<file path="config.mk">
export PLATFORM = sky130hd
export DESIGN_NAME = gene_xover_mutate_pipe
export DESIGN_NICKNAME = d
export VERILOG_FILES = /design/src/rtl/neat_gene_pkg.sv /design/src/rtl/attr_mutate_lane.sv /design/src/rtl/gene_xover_mutate_pipe.sv
export SDC_FILE = /design/constraint.sdc
export NUM_CORES = 1
export LEC_CHECK = 0
export ABC_CLOCK_PERIOD_IN_PS = 3000
export BUFFER_PORTS_ARGS = -buffer_cell sky130_fd_sc_hd__buf_2
export CAP_MARGIN = 10
export CORE_ASPECT_RATIO = 0.8
export CORE_MARGIN = 2
export CORE_UTILIZATION = 50
export CTS_CLUSTER_DIAMETER = 60
export DETAILED_ROUTE_END_ITERATION = 7
export GPL_TIMING_DRIVEN = 0
export PLACE_DENSITY_LB_ADDON = 0.12
export SLEW_MARGIN = 10
export SYNTH_ARGS = -nofsm -noshare
export SYNTH_HDL_FRONTEND = slang
export SYNTH_SLANG_ARGS = --single-unit
</file>
<file path="constraint.sdc">
create_clock -name clk -period 3 [get_ports clk]
set_clock_uncertainty 0.05 [all_clocks]
set_input_delay 0.45 -clock clk [delete_from_list [all_inputs] [get_ports clk]]
set_output_delay 0.45 -clock clk [all_outputs]
set_load 0.03 [all_outputs]
</file>
<file path="src/rtl/neat_gene_pkg.sv">
// Shared gene layout for the crossover/mutate pipeline: field offsets, type encoding, default masks.
// Gene word is {key, type, attr[NUM_ATTR-1..0]} with attr[0] in the least significant bits.
package neat_gene_pkg;

  typedef enum logic {
    GENE_NODE = 1'b0,
    GENE_CONN = 1'b1
  } gene_type_e;

  localparam int DEF_KEY_SZ   = 16;
  localparam int DEF_ATTR_SZ  = 8;
  localparam int DEF_NUM_ATTR = 3;

  localparam logic [DEF_NUM_ATTR*DEF_ATTR_SZ-1:0] DEF_NODE_MASK = {8'h07, 8'h0F, 8'hFF};
  localparam logic [DEF_NUM_ATTR*DEF_ATTR_SZ-1:0] DEF_CONN_MASK = {8'h00, 8'h00, 8'h01};
  localparam logic [DEF_ATTR_SZ-1:0]              DEF_HALF      = 8'h40;

  function automatic int attr_lsb(input int idx, input int attr_sz);
    return idx * attr_sz;
  endfunction

  function automatic int type_pos(input int num_attr, input int attr_sz);
    return num_attr * attr_sz;
  endfunction

  function automatic int key_lsb(input int num_attr, input int attr_sz);
    return num_attr * attr_sz + 1;
  endfunction

endpackage

</file>
<file path="src/rtl/attr_mutate_lane.sv">
// One attribute lane: replaces the attribute with a masked random value when the select byte wins.
// Purely combinational; no handshake of its own.
module attr_mutate_lane #(
  parameter int ATTR_SZ = 8
) (
  input  logic [ATTR_SZ-1:0] attr_in,
  input  logic [ATTR_SZ-1:0] sel_byte,
  input  logic [ATTR_SZ-1:0] val_byte,
  input  logic [ATTR_SZ-1:0] prob,
  input  logic [ATTR_SZ-1:0] mask,
  output logic [ATTR_SZ-1:0] attr_out,
  output logic               mutated
);

  always_comb begin
    mutated  = (sel_byte < prob);
    attr_out = mutated ? (val_byte & mask) : attr_in;
  end

endmodule

</file>
<file path="src/rtl/gene_xover_mutate_pipe.sv">
// Gene crossover (stage 1) then per-attribute mutation (stage 2); optional GENE_XOVER_MUTATE_STATS_EN counters.
// Latency 2 cycles from input transfer to out_valid, 1 gene/cycle throughput.
// Backpressure: out_ready stalls both stages combinationally back to in_ready; at most 2 genes held.
module gene_xover_mutate_pipe
  import neat_gene_pkg::*;
#(
  parameter int KEY_SZ   = DEF_KEY_SZ,
  parameter int ATTR_SZ  = DEF_ATTR_SZ,
  parameter int NUM_ATTR = DEF_NUM_ATTR,
  parameter logic [NUM_ATTR*ATTR_SZ-1:0] NODE_MASK = DEF_NODE_MASK,
  parameter logic [NUM_ATTR*ATTR_SZ-1:0] CONN_MASK = DEF_CONN_MASK,
  parameter logic [ATTR_SZ-1:0]          HALF      = DEF_HALF,
  localparam int GENE_W = KEY_SZ + 1 + NUM_ATTR*ATTR_SZ,
  localparam int RAND_W = ATTR_SZ*(1 + 2*NUM_ATTR)
) (
  input  logic              clk,
  input  logic              rst,
  input  logic              in_valid,
  output logic              in_ready,
  input  logic [GENE_W-1:0] gene1,
  input  logic [GENE_W-1:0] gene2,
  input  logic              bias,
  input  logic [ATTR_SZ-1:0] mutation_prob,
  input  logic              in_last,
  input  logic [RAND_W-1:0] rand_in,
  output logic              out_valid,
  input  logic              out_ready,
  output logic [GENE_W-1:0] out_gene,
  output logic              out_last,
  output logic [15:0]       out_idx
`ifdef GENE_XOVER_MUTATE_STATS_EN
  ,
  input  logic              stats_clr,
  output logic [15:0]       xover_cnt,
  output logic [15:0]       mut_cnt
`endif
);

  localparam int ATTR_W   = NUM_ATTR*ATTR_SZ;
  localparam int TYPE_POS = type_pos(NUM_ATTR, ATTR_SZ);
  localparam int KEY_LSB  = key_lsb(NUM_ATTR, ATTR_SZ);
  localparam int MRND_W   = RAND_W - ATTR_SZ;

  logic              s1_valid_q, s1_valid_d;
  logic [GENE_W-1:0] s1_gene_q,  s1_gene_d;
  logic [MRND_W-1:0] s1_rnd_q,   s1_rnd_d;
  logic [ATTR_SZ-1:0] s1_prob_q, s1_prob_d;
  logic              s1_last_q,  s1_last_d;

  logic              out_valid_q, out_valid_d;
  logic [GENE_W-1:0] out_gene_q,  out_gene_d;
  logic              out_last_q,  out_last_d;
  logic [15:0]       out_idx_q,   out_idx_d;

  logic              out_adv, s1_adv, in_xfer, out_xfer, take_gene2;
  logic              s1_is_conn;
  logic [ATTR_W-1:0] mut_attr;
  logic [NUM_ATTR-1:0] mut_hit;

  assign s1_is_conn = (s1_gene_q[TYPE_POS] == GENE_CONN);

  for (genvar i = 0; i < NUM_ATTR; i++) begin : g_lane
    attr_mutate_lane #(.ATTR_SZ(ATTR_SZ)) u_lane (
      .attr_in  (s1_gene_q[attr_lsb(i, ATTR_SZ) +: ATTR_SZ]),
      .sel_byte (s1_rnd_q[(2*i)*ATTR_SZ +: ATTR_SZ]),
      .val_byte (s1_rnd_q[(2*i+1)*ATTR_SZ +: ATTR_SZ]),
      .prob     (s1_prob_q),
      .mask     (s1_is_conn ? CONN_MASK[attr_lsb(i, ATTR_SZ) +: ATTR_SZ]
                            : NODE_MASK[attr_lsb(i, ATTR_SZ) +: ATTR_SZ]),
      .attr_out (mut_attr[attr_lsb(i, ATTR_SZ) +: ATTR_SZ]),
      .mutated  (mut_hit[i])
    );
  end

  always_comb begin
    out_adv  = !out_valid_q || out_ready;
    s1_adv   = !s1_valid_q || out_adv;
    in_xfer  = in_valid && s1_adv;
    out_xfer = out_valid_q && out_ready;
    // Disjoint/excess genes (key mismatch) always inherit from the fitter parent.
    take_gene2 = (gene1[KEY_LSB +: KEY_SZ] == gene2[KEY_LSB +: KEY_SZ]) && !bias
                 && (rand_in[ATTR_SZ-1:0] > HALF);

    s1_valid_d = s1_valid_q;
    s1_gene_d  = s1_gene_q;
    s1_rnd_d   = s1_rnd_q;
    s1_prob_d  = s1_prob_q;
    s1_last_d  = s1_last_q;
    if (s1_adv) s1_valid_d = in_valid;
    if (in_xfer) begin
      s1_gene_d = take_gene2 ? gene2 : gene1;
      s1_rnd_d  = rand_in[RAND_W-1:ATTR_SZ];
      s1_prob_d = mutation_prob;
      s1_last_d = in_last;
    end

    out_valid_d = out_valid_q;
    out_gene_d  = out_gene_q;
    out_last_d  = out_last_q;
    if (out_adv) out_valid_d = s1_valid_q;
    if (out_adv && s1_valid_q) begin
      out_gene_d = {s1_gene_q[GENE_W-1:ATTR_W], mut_attr};
      out_last_d = s1_last_q;
    end

    out_idx_d = out_idx_q;
    if (out_xfer) out_idx_d = out_last_q ? 16'd0 : out_idx_q + 16'd1;
  end

  always_ff @(posedge clk) begin
    if (rst) begin
      s1_valid_q  <= 1'b0;
      s1_gene_q   <= '0;
      s1_rnd_q    <= '0;
      s1_prob_q   <= '0;
      s1_last_q   <= 1'b0;
      out_valid_q <= 1'b0;
      out_gene_q  <= '0;
      out_last_q  <= 1'b0;
      out_idx_q   <= '0;
    end else begin
      s1_valid_q  <= s1_valid_d;
      s1_gene_q   <= s1_gene_d;
      s1_rnd_q    <= s1_rnd_d;
      s1_prob_q   <= s1_prob_d;
      s1_last_q   <= s1_last_d;
      out_valid_q <= out_valid_d;
      out_gene_q  <= out_gene_d;
      out_last_q  <= out_last_d;
      out_idx_q   <= out_idx_d;
    end
  end

  assign in_ready  = s1_adv;
  assign out_valid = out_valid_q;
  assign out_gene  = out_gene_q;
  assign out_last  = out_last_q;
  assign out_idx   = out_idx_q;

`ifdef GENE_XOVER_MUTATE_STATS_EN
  logic        s1_xover_q,  s1_xover_d;
  logic        out_xover_q, out_xover_d;
  logic [3:0]  out_nmut_q,  out_nmut_d;
  logic [3:0]  nmut;
  logic [16:0] mut_sum;
  logic [15:0] xover_cnt_q, xover_cnt_d;
  logic [15:0] mut_cnt_q,   mut_cnt_d;

  always_comb begin
    nmut = '0;
    for (int i = 0; i < NUM_ATTR; i++) nmut = nmut + 4'(mut_hit[i]);

    s1_xover_d  = s1_xover_q;
    out_xover_d = out_xover_q;
    out_nmut_d  = out_nmut_q;
    if (in_xfer) s1_xover_d = take_gene2;
    if (out_adv && s1_valid_q) begin
      out_xover_d = s1_xover_q;
      out_nmut_d  = nmut;
    end

    // Clear takes priority over a same-cycle increment.
    mut_sum     = {1'b0, mut_cnt_q} + 17'(out_nmut_q);
    xover_cnt_d = xover_cnt_q;
    mut_cnt_d   = mut_cnt_q;
    if (stats_clr) begin
      xover_cnt_d = '0;
      mut_cnt_d   = '0;
    end else if (out_xfer) begin
      if (out_xover_q && xover_cnt_q != 16'hFFFF) xover_cnt_d = xover_cnt_q + 16'd1;
      mut_cnt_d = mut_sum[16] ? 16'hFFFF : mut_sum[15:0];
    end
  end

  always_ff @(posedge clk) begin
    if (rst) begin
      s1_xover_q  <= 1'b0;
      out_xover_q <= 1'b0;
      out_nmut_q  <= '0;
      xover_cnt_q <= '0;
      mut_cnt_q   <= '0;
    end else begin
      s1_xover_q  <= s1_xover_d;
      out_xover_q <= out_xover_d;
      out_nmut_q  <= out_nmut_d;
      xover_cnt_q <= xover_cnt_d;
      mut_cnt_q   <= mut_cnt_d;
    end
  end

  assign xover_cnt = xover_cnt_q;
  assign mut_cnt   = mut_cnt_q;
`else
  logic unused_mut_hit;
  assign unused_mut_hit = ^mut_hit;
`endif

endmodule

</file>
==> metrics.md <==
| Metric | Value |
|---|---|
| Outcome | finished, final reports clean |
| Final hold vios | 0 |
| R2r endpoint | out_gene[10] |
| Fin crit period | around 2.4 ns |
| Worst Slack Setup Final | 0.560 ns |
| Ant. Diodes | 0 |
| Crit Path Category | register to register |
| Met1 Wirelength | roughly 8.3 mm |
| CTS buffer count | 17 |
| Max Clock Freq | 0.410 GHz |
| Adder-Cell Fraction of Synth Area | under 10% |
| Initial antenna violation count | 0 |
| XOR/XNOR Fraction of Synth Area | between 4 and 5% |
| Area grow syn2layout | 28.2% |
| Mapped Area | approximately 6400 um2 |
| Max cap viols | 0 |
| Synth area leaders | dfxtp_1 (47%), nand2_1 (11%), a21oi_1 (8.6%) |
| IO buf count | 201 |
| Seq pwr share | between 40% and 50% |
| Die height | 105 um |
| Worst R2R Path Depth | 9 |
| Share of cells above drive strength 1 | 24.1% |
| CP Cell Sequence | inv_1, ha_1, a21oi_1, nor2_1, a211oi_1, o31ai_1, clkbuf_1, or3b_1, a311oi_1 |
| Min-Delay Endpoint | s1_rnd_q[22] |
| # nets final | 1155 |
| Seq/Total Area, Yosys | between 40% and 50% |
| HP Class | input port to register |
| H-tree depth | 4 |
| Multi-input gate area | ~3100 um2 |
| DP Cell Count | ~1100 |
| Pre-CTS setup slack | a little under 0.2 ns |
| Least-Margin Pin Slew | 0.743 ns |
| TritonRoute pass-1 iters | 5 |
| ANT nets after route | 0 |
| Synth Instances | about 760 |
| CTS tree | built |
| Syn. warnings | 0 |
| Finished Layout Cells | ~1200 |
| Clock power frac | between 40% and 50% |
| Synth Flop Type | dfxtp_1 |
| Core area | 12300 um2 |
| Cell taking the most area after synthesis | dfxtp_1 |
| Largest family of logic cells by synthesized area | simple AND/OR/NAND/NOR gates |
| Final worst path period share | about 80% |
| Worst Setup Start Kind | register |
| DR WL met3 | between 1 and 1.5 mm |
| Design area | roughly 8200 um2 |
| Post-route setup TNS | 0 ns |
| Initial DRC Count | 420 |
| Synth cell types | 39 |
| Worst-path maximum fanout | 10 |
| Cts repair resizes | 0 |
| First-pass GRT wire length | roughly 27 mm |
| GR Util All Layers | around a quarter |
| Hold path depth | 3 |
| Syn Nets | between 900 and 1000 |
| Internal power | approximately 0.0036 W |
| Via-per-instance ratio | a little over 5 |
| Root Driver | clkbuf_16 |
| Combinational power share | roughly 13% |
| Die Area | around 14000 um2 |
| P_leak | between 3 and 4 nW |
| Net Sw Frac | between 20 and 30% |
| Final setup viols | 0 |
| Hold_sp | rand_in[30] |
| Top cells by count, synth | nand2_1 (190), dfxtp_1 (149), a21oi_1 (110) |
| Hold buffer count at cts | 0 |
| Critical Path Sink Type | register |
| Hpwl dp | 13.2 mm |
| Clock-pin slew on the worst setup and hold paths | around 0.060 ns |
| GPL Wtd Cong | ~0.82 |
| Worst skew pair latency | 0.42 ns |
| Critical path's largest stage delay | ~0.42 ns |
| Setup bufs post-CTS | 0 |
| Drt total wl | around 18 mm |
| Pin count of the biggest net entering global routing | 17 |
| Syn Area/Cell | 8.38 um2 |
| Synth Area in Compound Gates | 16.2% |
| Register area | 2980 um2 |
| Wire length per cell | ~15 um |
| Arrival @ worst endpoint | 2.71 ns |
| # IOs | 212 |
| Async set-reset flop share out of synthesis | 0% |
| Net Sw Power | between 0.001 and 0.0015 W |
| Initial Utilization | between 50% and 60% |
| Worst-case clock buffer depth | 2 |
| Buf+Inv Stages, Crit Path | 2 |
| Final Max Slew Viols | 0 |
| Slew HR | between 50% and 60% |
| Critical R2R Launch | s1_prob_q[5] |
| Met2 wire len | around 7.7 mm |
| P per Cell Area | around 590 nW/um2 |
| Sink Count | between 100 and 150 |
| FF-to-FF setup slack | about 0.56 ns |
| Vias in the first global route | around 5500 |
| Final Hold Slack | approximately 0.22 ns |
| Cell with the most instances after synthesis | nand2_1 |
| Die Wd | about 130 um |
| Max layer used | met4 |
| Simple-gate share of the synthesized area | between 20% and 30% |
| Fillers | 1089 |
| DRC | 0 |
| Post-synth EDFFs | 0 |
| GRT overflow | 0 |
| Slowest stage cell, crit path | or3b_1 |
| Row count | 36 |
| Worst VDD drop | 0.000405 V |
| Worst path top cell family by delay | compound AO/OA/AOI/OAI gates |
| Placed Area | ~7600 um2 |
| Critical Path RT | around 3.3 ns |
| Via count of the routed design | between 5000 and 6000 |
| Post-synth top area share | around 47% |
| Mux contribution to synthesized area | under 10% |
| Unrepaired setup endpoints after global routing | false |
| Synthesized flop and latch total | about 150 |
==> metrics by stage <==
step,power (W),utilization [%]
5_1_grt,0.00499,66.5
3_3_place_gp,0.00276,61.8
2_1_floorplan,0.00253,-
6_report,0.00480,66.5
4_1_cts,0.00482,66.5
3_5_place_dp,0.00277,61.8
==> worst min-delay path, cell delays in order <==
cell,delay (ns)
buf_2,0.09
nand2_1,0.04
a21oi_1,0.05
==> layout by cell type, fill, tap and decap left out, drive strengths merged, types with 2 or more instances in the layout <==
master	netlist	final
buf	7	208
nand2	190	190
dfxtp	149	149
a21oi	110	110
clkbuf	44	64
nor2	55	55
a211oi	31	31
mux2i	27	27
xor2	24	24
ha	22	22
nand3	14	14
nand2b	11	11
inv	8	9
or3b	7	7
a22oi	7	7
o22ai	7	7
xnor2	7	7
clkinv	0	7
nand4	5	5
and3	4	4
a311oi	4	4
nor2b	3	3
a21o	3	3
and4	3	3
nor4	3	3
o21ai	3	3
nor3	3	3
a2111oi	2	2
and2	2	2
clkinvlp	0	2
bufinv	0	2
==> flip-flops by register name, indices dropped and copies added (netlist names) <==
signal and flops:
out_gene 41, s1_gene_q 41, s1_rnd_q 39, out_idx 16, s1_prob_q 8, out_last 1
out_valid 1, s1_last_q 1, s1_valid_q 1
==> cell type report <==
class | instances | share of cell area (%)
timing repair buffer | 201 | 12.3
clock buffer | 20 | 5.47
multi-input combinational | 553 | 38.4
clock inverter | 12 | 1.59
buffer | 51 | 2.71
tap | 171 | 2.62
inverter | 8 | 0.367
sequential | 149 | 36.5
==> cells by family after synthesis <==
kind of cell,count (synthesis)
flip-flops,149
AO/OA/AOI/OAI,172
AND/OR/NAND/NOR,301
XOR/XNOR,31
buffers and inverters,59
multiplexers,27
adder cells (fa/ha/maj),22
==> metal layers <==
layer / track usage [%] / vias to the layer above
met4: 8.37 / 0
li1: - / 3035
met1: 36.9 / 2663
met2: 39.6 / 213
met3: 5.02 / 29
met5: 0 / -
==> power by group through the flow <==
stage                     clock network (W)  logic, W  registers, W
after floorplan                           0  0.000323       0.00220
after global placement                    0  0.000587       0.00217
after detailed placement                  0  0.000594       0.00217
after CTS                           0.00209  0.000599       0.00213
after global routing                0.00218  0.000669       0.00214
final                               0.00207  0.000600       0.00213
==> how the worst max path moves through the flow <==
stage / from / slack [ns] / endpoint / cells past startpoint
global placement: gene2[35] / 0.21 / s1_gene_q[24] / 8
finish: s1_prob_q[5] / 0.56 / out_gene[10] / 9
global route: s1_prob_q[5] / 0.39 / out_gene[11] / 9
floorplan: s1_prob_q[1] / 0.84 / out_gene[17] / 8
CTS: s1_prob_q[5] / 0.59 / out_gene[11] / 9
detailed placement: gene2[35] / 0.20 / s1_gene_q[24] / 8
Power figures use the tool's default switching activity.
